File: config.mk
export PLATFORM = sky130hd
export DESIGN_NAME = uart_rx_buffered
export DESIGN_NICKNAME = d
export VERILOG_FILES = /design/src/rtl/uart_pkg.sv /design/src/rtl/uart_rx_fifo.sv /design/src/rtl/uart_rx_buffered.sv
export SDC_FILE = /design/constraint.sdc
export NUM_CORES = 1
export LEC_CHECK = 0
export ABC_CLOCK_PERIOD_IN_PS = 3250
export BUFFER_PORTS_ARGS = -buffer_cell sky130_fd_sc_hd__buf_4
export CAP_MARGIN = 20
export CORE_ASPECT_RATIO = 0.6
export CORE_MARGIN = 8
export CORE_UTILIZATION = 30
export DETAILED_ROUTE_END_ITERATION = 7
export SYNTH_ARGS = -nofsm -noshare
export SYNTH_HDL_FRONTEND = slang
export SYNTH_HIERARCHICAL = 1
export SYNTH_SLANG_ARGS = --single-unit
File: constraint.sdc
create_clock -name clk -period 3.25 [get_ports clk]
set_clock_uncertainty 0.2 [all_clocks]
set_input_delay 0.4875 -clock clk [delete_from_list [all_inputs] [get_ports clk]]
set_output_delay 0.4875 -clock clk [all_outputs]
set_load 0.05 [all_outputs]
File: src/rtl/uart_pkg.sv
// Shared types and helpers for the buffered UART receiver.
package uart_pkg;

    typedef enum logic [2:0] {
        IDLE,
        START,
        DATA,
        PARITY,
        STOP,
        PUSH,
        BREAK
    } state_t;

    function automatic int cycles_per_bit(input int clk_mhz, input int baud);
        return (clk_mhz * 1000000) / baud;
    endfunction

    function automatic logic majority3(input logic a, input logic b, input logic c);
        return (a & b) | (a & c) | (b & c);
    endfunction

endpackage

File: src/rtl/uart_rx_fifo.sv
// Show-ahead FIFO holding received bytes until the consumer pops them.
module uart_rx_fifo #(
    parameter int WIDTH = 8,
    parameter int DEPTH = 4
) (
    input  logic                     clk,
    input  logic                     rst_n,
    input  logic                     wr_en,
    input  logic [WIDTH-1:0]         wr_data,
    output logic                     full,
    input  logic                     rd_en,
    output logic [WIDTH-1:0]         rd_data,
    output logic                     empty,
    output logic [$clog2(DEPTH):0]   level
);

    localparam int AW = $clog2(DEPTH);
    localparam logic [AW:0] FULL_LEVEL = (AW+1)'(DEPTH);

    logic [WIDTH-1:0] mem [DEPTH];
    logic [AW-1:0]    wr_ptr;
    logic [AW-1:0]    rd_ptr;
    logic             do_wr;
    logic             do_rd;

    assign empty   = (level == '0);
    assign full    = (level == FULL_LEVEL);
    assign do_rd   = rd_en && !empty;
    // A pop in the same cycle frees the slot, so a full FIFO still accepts the write.
    assign do_wr   = wr_en && (!full || do_rd);
    assign rd_data = empty ? '0 : mem[rd_ptr];

    always_ff @(posedge clk) begin
        if (do_wr) begin
            mem[wr_ptr] <= wr_data;
        end
    end

    always_ff @(posedge clk or negedge rst_n) begin
        if (!rst_n) begin
            wr_ptr <= '0;
            rd_ptr <= '0;
            level  <= '0;
        end else begin
            if (do_wr) begin
                wr_ptr <= wr_ptr + 1'b1;
            end
            if (do_rd) begin
                rd_ptr <= rd_ptr + 1'b1;
            end
            if (do_wr && !do_rd) begin
                level <= level + 1'b1;
            end else if (do_rd && !do_wr) begin
                level <= level - 1'b1;
            end
        end
    end

endmodule

File: src/rtl/uart_rx_buffered.sv
// UART receiver with majority voting, error pulses and an output FIFO.
// Define UART_RX_PARITY_EN to receive and check one parity bit per frame.
module uart_rx_buffered
    import uart_pkg::*;
#(
    parameter int CLK_FRE    = 50,
    parameter int BAUD_RATE  = 115200,
    parameter int DATA_BITS  = 8,
    parameter int STOP_BITS  = 1,
    parameter int FIFO_DEPTH = 4,
    parameter int PARITY_ODD = 0
) (
    input  logic                          clk,
    input  logic                          rst_n,
    input  logic                          rx_pin,
    output logic [DATA_BITS-1:0]          rx_data,
    output logic                          rx_data_valid,
    input  logic                          rx_data_ready,
    output logic                          frame_err,
    output logic                          parity_err,
    output logic                          overrun,
    output logic [$clog2(FIFO_DEPTH):0]   fifo_level
);

    localparam int          CYCLE     = cycles_per_bit(CLK_FRE, BAUD_RATE);
    localparam int          HALF      = CYCLE / 2;
    localparam logic [15:0] CNT_LAST  = 16'(CYCLE - 1);
    localparam logic [15:0] CNT_HALF  = 16'(HALF);
    localparam logic [15:0] CNT_V0    = 16'(HALF - 2);
    localparam logic [15:0] CNT_V1    = 16'(HALF - 1);
    localparam logic [2:0]  LAST_BIT  = 3'(DATA_BITS - 1);
    localparam logic        LAST_STOP = (STOP_BITS == 2);

    state_t                 state;
    state_t                 next_state;
    logic                   sync_0;
    logic                   sync_1;
    logic                   rx_prev;
    logic [15:0]            cycle_cnt;
    logic [2:0]             bit_cnt;
    logic                   stop_cnt;
    logic [DATA_BITS-1:0]   shift;
    logic                   vote_a;
    logic                   vote_b;
    logic                   parity_bad;
    logic                   at_half;
    logic                   at_last;
    logic                   vote;
    logic                   fall_edge;
    logic                   fifo_full;
    logic                   fifo_empty;
    logic                   fifo_wr;

    assign at_half   = (cycle_cnt == CNT_HALF);
    assign at_last   = (cycle_cnt == CNT_LAST);
    assign vote      = majority3(vote_a, vote_b, sync_1);
    assign fall_edge = rx_prev && !sync_1;

    always_ff @(posedge clk or negedge rst_n) begin
        if (!rst_n) begin
            state <= IDLE;
        end else begin
            state <= next_state;
        end
    end

    always_comb begin
        next_state = state;
        fifo_wr    = 1'b0;
        case (state)
            IDLE:   if (fall_edge) next_state = START;
            START: begin
                if (at_half && vote) begin
                    next_state = IDLE;
                end else if (at_last) begin
                    next_state = DATA;
                end
            end
            DATA: begin
                if (at_last && (bit_cnt == LAST_BIT)) begin
`ifdef UART_RX_PARITY_EN
                    next_state = PARITY;
`else
                    next_state = STOP;
`endif
                end
            end
            PARITY: if (at_last) next_state = STOP;
            // Leaving at mid stop bit gives half a bit of margin to catch the next start edge.
            STOP: begin
                if (at_half) begin
                    if (!vote) begin
                        next_state = BREAK;
                    end else if (stop_cnt == LAST_STOP) begin
                        next_state = PUSH;
                    end
                end
            end
            PUSH: begin
                fifo_wr    = !parity_bad && (!fifo_full || rx_data_ready);
                next_state = IDLE;
            end
            BREAK:  if (sync_1) next_state = IDLE;
            default: next_state = IDLE;
        endcase
    end

    always_ff @(posedge clk or negedge rst_n) begin
        if (!rst_n) begin
            sync_0     <= 1'b1;
            sync_1     <= 1'b1;
            rx_prev    <= 1'b1;
            cycle_cnt  <= '0;
            bit_cnt    <= '0;
            stop_cnt   <= 1'b0;
            shift      <= '0;
            vote_a     <= 1'b1;
            vote_b     <= 1'b1;
            parity_bad <= 1'b0;
            frame_err  <= 1'b0;
            parity_err <= 1'b0;
            overrun    <= 1'b0;
        end else begin
            sync_0  <= rx_pin;
            sync_1  <= sync_0;
            rx_prev <= sync_1;
            if ((state != next_state) || at_last) begin
                cycle_cnt <= '0;
            end else begin
                cycle_cnt <= cycle_cnt + 16'd1;
            end
            if (cycle_cnt == CNT_V0) vote_a <= sync_1;
            if (cycle_cnt == CNT_V1) vote_b <= sync_1;
            if (state == IDLE) begin
                bit_cnt    <= '0;
                stop_cnt   <= 1'b0;
                parity_bad <= 1'b0;
            end
            if (state == DATA) begin
                if (at_half) shift[bit_cnt] <= vote;
                if (at_last) bit_cnt <= bit_cnt + 3'd1;
            end
            if ((state == PARITY) && at_half) begin
                parity_bad <= ((^shift) ^ vote) != PARITY_ODD[0];
            end
            if ((state == STOP) && at_last) begin
                stop_cnt <= stop_cnt + 1'b1;
            end
            frame_err <= (state == STOP) && at_half && !vote;
`ifdef UART_RX_PARITY_EN
            parity_err <= (state == PUSH) && parity_bad;
`else
            parity_err <= 1'b0;
`endif
            overrun <= (state == PUSH) && !parity_bad && fifo_full && !rx_data_ready;
        end
    end

    assign rx_data_valid = !fifo_empty;

    uart_rx_fifo #(
        .WIDTH (DATA_BITS),
        .DEPTH (FIFO_DEPTH)
    ) u_fifo (
        .clk     (clk),
        .rst_n   (rst_n),
        .wr_en   (fifo_wr),
        .wr_data (shift),
        .full    (fifo_full),
        .rd_en   (rx_data_ready),
        .rd_data (rx_data),
        .empty   (fifo_empty),
        .level   (fifo_level)
    );

endmodule

==> impl_metrics.tcl <==
set metrics [dict create \
    initial_core_util_pct 30.51 \
    htree_levels 3 \
    die_x_um 162.9 \
    synth-simple-area-share_pct 17.75 \
    yosysWarnings 6 \
    hpwl_mm 5.593 \
    synthMuxAreaShare_pct 9.694 \
    num_vias 2427 \
    drtIter0Drc 166 \
    finalWirelength_mm 7.798 \
    numPortBuffers 17 \
    synth_top_family_by_area "simple AND/OR/NAND/NOR gates" \
    clk_latency_ns 0.34 \
    post_synth_num_cell_types 58 \
    place.gp.congestion 0.8028 \
    gr-total-overflow 0 \
    final_cell_mix "41 x dfrtp_1, 32 x edfxtp_1, 21 x buf_4" \
    start_kind "register" \
    period_needed_ns 2.871 \
    slew_headroom_pct 56.07 \
    syn-num-nets 314 \
    fin_cells 493 \
    cp.arrival_ns 2.93 \
    p_per_area_nw_per_um2 600.2 \
    cap_violations 0 \
    ys_seq_area_share_pct 54.52 \
    fp.dieArea_um2 16970 \
    antenna_found_initial 0 \
    die_h_um 104.1 \
    synth-edff-count 32 \
    final_max_slew_viol_count 0 \
    cp-end-kind "register" \
    fmax_mhz 348.4 \
    synth-xor-area-share_pct 5.765 \
    synth_ff_type "dfrtp_1" \
    finalWorstSetupSlack_ns 0.3795 \
    synth-seq-cells 78 \
    fin_setup_tns_ns 0 \
    vdd_ir_drop_max_mv 0.4897 \
    cts_buffers 9 \
    drive_gt1_share_pct 24.15 \
    setup_violations 0 \
    syn-cell-area_um2 3885 \
    wl_per_cell_um 15.82 \
    first_pass_iters 4 \
    p_leak_nw 1.875 \
    hold_viol_final 0 \
    cts_root_buffer "clkbuf_16" \
    synthAdderAreaFrac_pct 3.994 \
    first_global_vias 2485 \
    ioPinCount 19 \
    syn_inst 299 \
    syn_to_final_growth_pct 15.17 \
    ant_nets 0 \
    min_period_over_period_pct 88.32 \
    nNetsFinal 333 \
    vias_per_cell 4.923 \
    placed_cells 476 \
    worstMarginPinSlew_ns 0.6589 \
    rsz0062_at_grt "no" \
    clk_pin_slew_ns 0.06 \
    cp.required_ns 3.31 \
    grt_max_degree 47 \
    status "complete, no violations" \
    diodes 0 \
    avgSynthCellArea_um2 12.99 \
    cts_tree "yes" \
    coreArea_um2 12730 \
    drc 0 \
    grt_pass1_wl_mm 13.43 \
    critPathKind "register to register" \
    synth_compound_area_share_pct 4.928 \
    rows 32 \
    final_common_cell "dfrtp_1" \
    critPathMaxFanout 10 \
    cts_buffer_depth 2 \
    grt_usage_pct 10.00 \
    synthArstFlopShare_pct 58.97 \
    cts.sink_count 78 \
    worst_hold_path_type "input pin to register" \
    dp_slack_ns 0.4001 \
]
report_power, final:
part	switching, mW	internal, mW	leakage, nW
sequential	0.164	1.09	0.974
combinational	0.263	0.207	0.766
clock	0.429	0.533	0.135
logic make-up (layout without fill, tap and decap cells):
group | Yosys count | after routing
AND/OR/NAND/NOR | 106 | 106
flip-flops | 78 | 78
buffers and inverters | 27 | 51
multiplexers | 26 | 26
AO/OA/AOI/OAI | 25 | 25
XOR/XNOR | 24 | 24
adder cells (fa/ha/maj) | 12 | 12
other | 1 | 1
through the flow:
| step | area [um2] | total power [mW] | hold slack [ns] | util, % |
|---|---|---|---|---|
| 2_1_floorplan | 3885 | 1.620 | -0.008091 | - |
| 3_3_place_gp | 4178 | 1.730 | 0.1473 | 32.81 |
| 3_5_place_dp | 4178 | 1.745 | 0.1485 | 32.81 |
| 4_1_cts | 4474 | 2.714 | 0.04401 | 35.14 |
| 5_1_grt | 4474 | 2.825 | 0.04250 | 35.14 |
| 6_report | 4474 | 2.685 | 0.05875 | 35.14 |
sequential cells by signal, indices dropped and copies added, names as in the netlist, 2 cells and up:
register	cells
bit_cnt	3
cycle_cnt	16
shift	8
state	3
u_fifo/level	3
u_fifo/mem	32
u_fifo/rd_ptr	2
u_fifo/wr_ptr	2
synthesized netlist by cell type (3+ instances only):
cell type / n / area, um2
a211oi_1: 3 / 22.52
a22o_1: 3 / 26.28
and2_1: 13 / 81.33
and3_1: 5 / 31.28
and4_1: 3 / 26.28
buf_2: 4 / 20.02
buf_4: 3 / 22.52
clkbuf_1: 5 / 18.77
dfrtp_1: 41 / 1026
dfstp_2: 5 / 131.4
edfxtp_1: 32 / 960.9
ha_1: 10 / 125.1
inv_1: 13 / 48.80
mux2_2: 13 / 146.4
mux2i_1: 5 / 50.05
mux4_2: 8 / 180.2
nand2_1: 12 / 45.04
nand3_1: 13 / 65.06
nand4_1: 7 / 43.79
nor2_1: 8 / 30.03
nor3_1: 14 / 70.07
nor4_1: 7 / 43.79
o21ai_0: 7 / 35.03
or3_1: 5 / 31.28
xnor2_1: 14 / 122.6
xor2_1: 9 / 78.83
final cells by class:
class                      count  area [um2]
fill                        1267        8258
clock buffer                   9       225.2
inverter                      13       48.80
timing repair buffer          22       167.7
clock inverter                 7       61.31
multi-input combinational    194        1640
sequential                    78        2118
tap                          170       212.7
worst max-delay path, cell delays in order, from the launching register on:
cell and delay (ns):
dfrtp_1 0.51, inv_1 0.15, or4_1 0.57, a21oi_1 0.12, a21boi_2 0.19, ha_1 0.20
inv_1 0.06, fa_1 0.38, xor2_1 0.15, nor2_1 0.11, xor2_1 0.14
repair_timing:
action	4_1_cts	5_1_grt
setup buffers	0	0
gates resized for setup	0	0
endpoints found under the hold margin	41	0
hold buffers	1	0
final timing paths:
kind                           from               to  slack (ns)  cells past startpoint
hold reg to reg              sync_0           sync_1        0.16                      0
max in group asynchronous     rst_n         shift[7]        1.94                      2
setup reg to reg           state[0]  u_fifo/level[2]        0.38                     10
setup / recovery           state[0]  u_fifo/level[2]        0.38                     10
min in group asynchronous     rst_n     cycle_cnt[2]        0.51                      2
hold / removal               rx_pin           sync_0        0.06                      1
metal layers:
metal,up-vias,routed length [um],track usage [%]
met2,58,3207,13.36
met4,0,128,4.042
li1,1142,-,-
met5,-,0,0
met3,10,403,3.162
met1,1217,4059,14.45
No activity file was read; power rests on OpenSTA's default activity.
